### config.mk
export PLATFORM = sky130hd
export DESIGN_NAME = stream_packet_merger_flat
export DESIGN_NICKNAME = d
export VERILOG_FILES = /design/src/rtl/stream_packet_merger_if.sv /design/src/rtl/stream_packet_merger.sv /design/src/flat_wrapper.sv
export SDC_FILE = /design/constraint.sdc
export NUM_CORES = 2
export LEC_CHECK = 0
export ABC_AREA = 1
export BUFFER_PORTS_ARGS = -buffer_cell sky130_fd_sc_hd__clkbuf_2
export CELL_PAD_IN_SITES_DETAIL_PLACEMENT = 1
export CELL_PAD_IN_SITES_GLOBAL_PLACEMENT = 1
export CORE_ASPECT_RATIO = 0.7
export CORE_MARGIN = 1
export CORE_UTILIZATION = 45
export CTS_CLUSTER_DIAMETER = 100
export DETAILED_ROUTE_END_ITERATION = 8
export PLACE_DENSITY_LB_ADDON = 0.25
export SYNTH_ARGS = -nofsm -noshare
export SYNTH_HDL_FRONTEND = slang
export SYNTH_SLANG_ARGS = --single-unit
### constraint.sdc
create_clock -name ap_clk -period 4.35 [get_ports ap_clk]
set_input_delay 0.87 -clock ap_clk [delete_from_list [all_inputs] [get_ports ap_clk]]
set_output_delay 0.87 -clock ap_clk [all_outputs]
set_load 0.01 [all_outputs]
### src/rtl/stream_packet_merger_if.sv
// Stream bundle for stream_packet_merger: NUM_INPUTS packed input streams plus one merged output stream.
// slave is the merger's view of the bundle; master is the view of whoever feeds and drains it.
interface stream_packet_merger_if #(
  parameter int NUM_INPUTS = 4,
  parameter int DATA_WIDTH = 32
);
  logic [NUM_INPUTS*DATA_WIDTH-1:0] s_axis_tdata;
  logic [NUM_INPUTS-1:0]            s_axis_tvalid;
  logic [NUM_INPUTS-1:0]            s_axis_tlast;
  logic [NUM_INPUTS-1:0]            s_axis_tready;
  logic [DATA_WIDTH-1:0]            m_axis_tdata;
  logic                             m_axis_tvalid;
  logic                             m_axis_tlast;
  logic                             m_axis_tready;

  modport slave (
    input  s_axis_tdata, s_axis_tvalid, s_axis_tlast, m_axis_tready,
    output s_axis_tready, m_axis_tdata, m_axis_tvalid, m_axis_tlast
  );
  modport master (
    output s_axis_tdata, s_axis_tvalid, s_axis_tlast, m_axis_tready,
    input  s_axis_tready, m_axis_tdata, m_axis_tvalid, m_axis_tlast
  );
endinterface

### src/rtl/stream_packet_merger.sv
// Packet-atomic round-robin merger: one FIFO per input, a lock-per-packet arbiter, one output register.
// Define STREAM_MERGER_TID_EN to add m_axis_tid (source channel of the beat in the output register).
module stream_packet_merger_fifo #(
  parameter int W     = 33,
  parameter int DEPTH = 16,
  parameter int AW    = $clog2(DEPTH)
) (
  input  logic         clk,
  input  logic         rst_n,
  input  logic         push,
  input  logic [W-1:0] din,
  input  logic         pop,
  output logic [W-1:0] dout,
  output logic         empty,
  output logic         full
);
  logic [W-1:0] r_mem [DEPTH];
  logic [AW:0]  r_wr, r_rd;

  always_ff @(posedge clk or negedge rst_n) begin
    if (!rst_n) begin
      r_wr <= '0;
      r_rd <= '0;
    end else begin
      if (push) r_wr <= r_wr + 1'b1;
      if (pop)  r_rd <= r_rd + 1'b1;
    end
  end

  always_ff @(posedge clk) begin
    if (push) r_mem[r_wr[AW-1:0]] <= din;
  end

  assign dout  = r_mem[r_rd[AW-1:0]];
  assign empty = (r_wr == r_rd);
  assign full  = (r_wr[AW] != r_rd[AW]) && (r_wr[AW-1:0] == r_rd[AW-1:0]);
endmodule

module stream_packet_merger #(
  parameter int NUM_INPUTS = 4,
  parameter int DATA_WIDTH = 32,
  parameter int FIFO_DEPTH = 16,
  localparam int ID_WIDTH   = (NUM_INPUTS > 1) ? $clog2(NUM_INPUTS) : 1,
  localparam int ADDR_WIDTH = $clog2(FIFO_DEPTH)
) (
  input  logic                  ap_clk,
  input  logic                  ap_rst_n,
  stream_packet_merger_if.slave axis,
  input  logic [NUM_INPUTS-1:0] enable_mask,
  output logic [NUM_INPUTS-1:0] fifo_empty,
  output logic [ID_WIDTH-1:0]   grant_id,
  output logic                  busy
`ifdef STREAM_MERGER_TID_EN
  ,
  output logic [ID_WIDTH-1:0]   m_axis_tid
`endif
);
  typedef enum logic {IDLE, LOCKED} state_t;

  state_t                r_state, w_state_nxt;
  logic [ID_WIDTH-1:0]   r_grant, r_last_grant, w_sel;
  logic                  w_hit, w_pop;
  logic [NUM_INPUTS-1:0] w_empty, w_full, w_push, w_pop_vec;
  logic [DATA_WIDTH:0]   w_dout [NUM_INPUTS];
  logic [DATA_WIDTH:0]   w_cur;
  logic [DATA_WIDTH-1:0] r_m_data;
  logic                  r_m_valid, r_m_last;

  // Hold tready low while reset is asserted so nothing is accepted into a clearing FIFO.
  assign axis.s_axis_tready = ap_rst_n ? ~w_full : '0;

  for (genvar g = 0; g < NUM_INPUTS; g++) begin : g_ch
    assign w_push[g]    = axis.s_axis_tvalid[g] && axis.s_axis_tready[g];
    assign w_pop_vec[g] = w_pop && (r_grant == ID_WIDTH'(g));
    stream_packet_merger_fifo #(.W(DATA_WIDTH+1), .DEPTH(FIFO_DEPTH), .AW(ADDR_WIDTH)) u_fifo (
      .clk   (ap_clk),
      .rst_n (ap_rst_n),
      .push  (w_push[g]),
      .din   ({axis.s_axis_tlast[g], axis.s_axis_tdata[g*DATA_WIDTH +: DATA_WIDTH]}),
      .pop   (w_pop_vec[g]),
      .dout  (w_dout[g]),
      .empty (w_empty[g]),
      .full  (w_full[g])
    );
  end

  // Round-robin search starting just past the last completed grant.
  always_comb begin
    logic [ID_WIDTH-1:0] idx;
    w_hit = 1'b0;
    w_sel = r_last_grant;
    idx   = '0;
    for (int k = 1; k <= NUM_INPUTS; k++) begin
      idx = ID_WIDTH'((int'(r_last_grant) + k) % NUM_INPUTS);
      if (!w_hit && !w_empty[idx] && enable_mask[idx]) begin
        w_hit = 1'b1;
        w_sel = idx;
      end
    end
  end

  assign w_cur = w_dout[r_grant];
  assign w_pop = (r_state == LOCKED) && !w_empty[r_grant] &&
                 (!r_m_valid || axis.m_axis_tready);

  always_comb begin
    w_state_nxt = r_state;
    case (r_state)
      IDLE:    if (w_hit) w_state_nxt = LOCKED;
      LOCKED:  if (w_pop && w_cur[DATA_WIDTH]) w_state_nxt = IDLE;
      default: w_state_nxt = IDLE;
    endcase
  end

  always_ff @(posedge ap_clk or negedge ap_rst_n) begin
    if (!ap_rst_n) r_state <= IDLE;
    else           r_state <= w_state_nxt;
  end

  always_ff @(posedge ap_clk or negedge ap_rst_n) begin
    if (!ap_rst_n) begin
      r_grant      <= '0;
      r_last_grant <= ID_WIDTH'(NUM_INPUTS - 1);
    end else begin
      if (r_state == IDLE && w_hit) r_grant <= w_sel;
      if (r_state == LOCKED && w_pop && w_cur[DATA_WIDTH]) r_last_grant <= r_grant;
    end
  end

  always_ff @(posedge ap_clk or negedge ap_rst_n) begin
    if (!ap_rst_n) begin
      r_m_valid <= 1'b0;
      r_m_last  <= 1'b0;
      r_m_data  <= '0;
    end else if (w_pop) begin
      r_m_valid <= 1'b1;
      r_m_last  <= w_cur[DATA_WIDTH];
      r_m_data  <= w_cur[DATA_WIDTH-1:0];
    end else if (axis.m_axis_tready) begin
      r_m_valid <= 1'b0;
    end
  end

`ifdef STREAM_MERGER_TID_EN
  logic [ID_WIDTH-1:0] r_m_tid;
  always_ff @(posedge ap_clk or negedge ap_rst_n) begin
    if (!ap_rst_n)  r_m_tid <= '0;
    else if (w_pop) r_m_tid <= r_grant;
  end
  assign m_axis_tid = r_m_tid;
`endif

  assign axis.m_axis_tdata  = r_m_data;
  assign axis.m_axis_tvalid = r_m_valid;
  assign axis.m_axis_tlast  = r_m_last;
  assign fifo_empty         = w_empty;
  assign grant_id           = r_grant;
  assign busy               = (r_state == LOCKED);
endmodule
### src/flat_wrapper.sv
// flat-port wrapper written by rule: the top's interface ports become plain ports
module stream_packet_merger_flat 
#(
  parameter int NUM_INPUTS = 4,
  parameter int DATA_WIDTH = 32,
  parameter int FIFO_DEPTH = 16,
  localparam int ID_WIDTH   = (NUM_INPUTS > 1) ? $clog2(NUM_INPUTS) : 1,
  localparam int ADDR_WIDTH = $clog2(FIFO_DEPTH)
)
  (ap_clk, ap_rst_n, enable_mask, fifo_empty, grant_id, busy, axis_s_axis_tdata, axis_s_axis_tvalid, axis_s_axis_tlast, axis_m_axis_tready, axis_s_axis_tready, axis_m_axis_tdata, axis_m_axis_tvalid, axis_m_axis_tlast);
  stream_packet_merger_if #(.NUM_INPUTS(NUM_INPUTS), .DATA_WIDTH(DATA_WIDTH)) axis_i ();
  input  logic ap_clk;
  input  logic ap_rst_n;
  input  logic [NUM_INPUTS-1:0] enable_mask;
  output logic [NUM_INPUTS-1:0] fifo_empty;
  output logic [ID_WIDTH-1:0] grant_id;
  output logic busy;
  input wire logic [$bits(axis_i.s_axis_tdata)-1:0] axis_s_axis_tdata;
  input wire logic [$bits(axis_i.s_axis_tvalid)-1:0] axis_s_axis_tvalid;
  input wire logic [$bits(axis_i.s_axis_tlast)-1:0] axis_s_axis_tlast;
  input wire logic [$bits(axis_i.m_axis_tready)-1:0] axis_m_axis_tready;
  output wire logic [$bits(axis_i.s_axis_tready)-1:0] axis_s_axis_tready;
  output wire logic [$bits(axis_i.m_axis_tdata)-1:0] axis_m_axis_tdata;
  output wire logic [$bits(axis_i.m_axis_tvalid)-1:0] axis_m_axis_tvalid;
  output wire logic [$bits(axis_i.m_axis_tlast)-1:0] axis_m_axis_tlast;
  assign axis_i.s_axis_tdata = axis_s_axis_tdata;
  assign axis_i.s_axis_tvalid = axis_s_axis_tvalid;
  assign axis_i.s_axis_tlast = axis_s_axis_tlast;
  assign axis_i.m_axis_tready = axis_m_axis_tready;
  assign axis_s_axis_tready = axis_i.s_axis_tready;
  assign axis_m_axis_tdata = axis_i.m_axis_tdata;
  assign axis_m_axis_tvalid = axis_i.m_axis_tvalid;
  assign axis_m_axis_tlast = axis_i.m_axis_tlast;
  stream_packet_merger #(.NUM_INPUTS(NUM_INPUTS), .DATA_WIDTH(DATA_WIDTH), .FIFO_DEPTH(FIFO_DEPTH)) u_core (.ap_clk(ap_clk), .ap_rst_n(ap_rst_n), .axis(axis_i), .enable_mask(enable_mask), .fifo_empty(fifo_empty), .grant_id(grant_id), .busy(busy));
endmodule
==> metrics <==
outcome finished clean; Crit Path Category flip-flop to output pin; Critical Path Start Type flip-flop; Iteration-0 DRC Markers 6058; Worst Setup EP axis_s_axis_tready[1]; grt total ovfl 0; Pre-Repair DR Iteration Count 5; Slew Limit Fails 0; Placeable Area approximately 190000 sq um; fmax around 0.26 GHz; clock root cell clkbuf_16; global-route wire length before repair 392000 microns; pwr dens around 670 nW/um^2; detailed placement HPWL 157000 microns; IO Pins 188; GRT Total Usage 0.273; Cells after Synth ~6500; nets@finish 6804; critical path fanouts, max 45; Net Count, Synth 6691; final worst path period share 0.877; Worst-path clk slew 60 ps; YS warnings 0; CTS H-tree lvls 4; CTS sink count ~2200; Post-synth EDFFs 2112; I/O Buffers about 190; worst reg2reg path depth 12; DRC violations left 0; DRT antenna net count 0; overall power 65300 uW; Yosys cell types 35; die footprint 193000 sq um; max_slew headroom 0.351; layout cells sized above 1 0.108; GPL Wtd Cong 0.837; Worst Hold Class input port to async pin; total CTS buffers about 210; largest net degree at the start of global routing 167; Reg-to-Reg Start u_core.g_ch[1].u_fifo.r_rd[0]$_DFFE_PN0P_; initial antenna violation count 24; Starting Density 0.456; Hold Fails Final Rpt 0; skew final 43.4 ps; drt total wl 269000 microns; most frequent cells in the layout edfxtp_1, nor2_1, o21ai_0; Critical R2R Capture u_core.g_ch[1].u_fifo.r_mem[7][15]$_DFFE_PP_; CTS tree yes; cts repair resizes 0; Post-Syn Area 86200 sq um; Worst setup EP type output pin; number of global-route vias before repair 57000; Post-synth ARST share 0.0361; Worst-Skew Late Latency 880 ps; Die H 368 microns; RSZ-0062 raised after global routing false; r2r setup slk 1010 ps; Seq/Total Area, Yosys 0.759; vias 56400; Mapped Avg Cell Area 13.2 sq um; hold buffers post-CTS 0; Top FF cell, synth edfxtp_1; Worst Setup SP u_core.g_ch[1].u_fifo.r_rd[1]$_DFFE_PN0P_; Max rail drop VDD 0.585 mV; routed vias/inst 6.06; post-synthesis register bit count 2191; commonest non-fill, non-tap cell in the layout edfxtp_1; CP Data Arrival Time 2940 ps; Tightest Pin Transition just under 1000 ps; leakage 0.0316 uW; DR WL/cell 28.9 microns; TNS Setup 0 ps; # rows 133; Required @ worst endpoint 3480 ps; Layout area overhead 12.7%; postcts setup bufs 0; Chip Width 525 microns; CTS Buffer Depth 4; Setup Viol. Count Final 0; crit path time final about 3800 ps; max cap viols 0
==> routing by layer <==
layer / wire length (microns) / vias up / global-route usage
met5: 107 / - / 0
met4: 6780 / 20 / 0.0741
met3: 17900 / 377 / 0.0401
met2: 125000 / 1906 / 0.431
met1: 119000 / 29600 / 0.397
li1: - / 24500 / -
==> cell families (layout without fill, tap and decap cells) <==
family	count (synthesis)	count (layout)	share of synthesized area
AOI/OAI and AO/OA	1681	1681	0.113
xor gates and xnor gates	37	37	0.00376
adders and majority gates	20	20	0.00290
buffers and inverters	513	790	0.0254
DFF	2191	2191	0.759
other	0	10	0
and+or+nand+nor	2086	2086	0.0960
==> synthesized netlist by cell type (6+ instances only) <==
| cell | count | share of area |
|---|---|---|
| nor2_1 | 1150 | 0.050 |
| o21ai_0 | 1069 | 0.062 |
| dfrtp_1 | 77 | 0.022 |
| o211ai_1 | 54 | 0.0047 |
| edfxtp_1 | 2112 | 0.74 |
| clkinv_1 | 6 | 0.00026 |
| buf_1 | 16 | 0.00070 |
| o22ai_1 | 310 | 0.023 |
| nand3_1 | 249 | 0.014 |
| inv_2 | 14 | 0.00061 |
| buf_6 | 7 | 0.00091 |
| buf_4 | 10 | 0.00087 |
| xnor2_1 | 8 | 0.00081 |
| xor2_1 | 29 | 0.0029 |
| nand2_1 | 658 | 0.029 |
| o21ai_1 | 35 | 0.0020 |
| clkbuf_1 | 277 | 0.012 |
| o221ai_1 | 211 | 0.021 |
| buf_2 | 131 | 0.0076 |
| inv_1 | 50 | 0.0022 |
| ha_1 | 20 | 0.0029 |
| nand4_1 | 19 | 0.0014 |
==> area by class of cell <==
type	count	area (sq um)
clock inverter	114	900
inverter	72	304
antenna	10	25.0
tap	2497	3120
timing repair buffer	339	2630
multi-input combinational	3824	19100
sequential	2191	65400
fill	18700	91900
clock buffer	265	5600
==> worst max-delay path, stage by stage, from the launching register on <==
cell and delay (ps):
dfrtp_4 800, clkinv_2 210, nand2_1 100, nand2_1 70, nor2_2 200, nand2_1 100, o21ai_0 260, inv_1 130
clkbuf_2 220
==> state kept, by name (all words and copies together) (netlist names) <==
name and cells:
u_core.axis.m_axis_tdata 32, u_core.axis.m_axis_tlast 1, u_core.axis.m_axis_tvalid 1, u_core.busy 1, u_core.g_ch.u_fifo.r_mem 2112, u_core.g_ch.u_fifo.r_rd 20, u_core.g_ch.u_fifo.r_wr 20, u_core.grant_id 2
u_core.r_last_grant 2
==> metrics by stage <==
stage	utilization	cells	cell area (sq um)	hold WS, ps	setup slack (ps)
floorplan	-	6528	86200	460	1050
global placement	0.479	8923	90600	469	1040
detailed placement	0.479	8923	90600	471	1010
CTS	0.514	9302	97100	185	523
global route	0.514	9309	97100	206	445
finish	0.514	9312	97100	230	537
==> where the power goes <==
part / total, uW / leakage (uW) / switching, uW / internal [uW]
Sequential: 25500 / 0.0200 / 993 / 24500
Combinational: 21800 / 0.00848 / 16300 / 5460
Clock: 17900 / 0.00318 / 8020 / 9910
==> how the worst min path moves through the flow <==
stage | from | endpoint | slack (ps)
2_1_floorplan | u_core.g_ch[0].u_fifo.r_wr[4]$_DFFE_PN0P_ | u_core.g_ch[0].u_fifo.r_wr[4]$_DFFE_PN0P_ | 460
3_3_place_gp | u_core.axis.m_axis_tdata[11]$_DFFE_PN0P_ | u_core.axis.m_axis_tdata[11]$_DFFE_PN0P_ | 470
3_5_place_dp | u_core.axis.m_axis_tdata[4]$_DFFE_PN0P_ | u_core.axis.m_axis_tdata[4]$_DFFE_PN0P_ | 470
4_1_cts | ap_rst_n | u_core.g_ch[3].u_fifo.r_wr[3]$_DFFE_PN0P_ | 180
5_1_grt | ap_rst_n | u_core.g_ch[3].u_fifo.r_wr[3]$_DFFE_PN0P_ | 210
6_report | ap_rst_n | u_core.axis.m_axis_tdata[25]$_DFFE_PN0P_ | 230
Power figures use the tool's default switching activity.
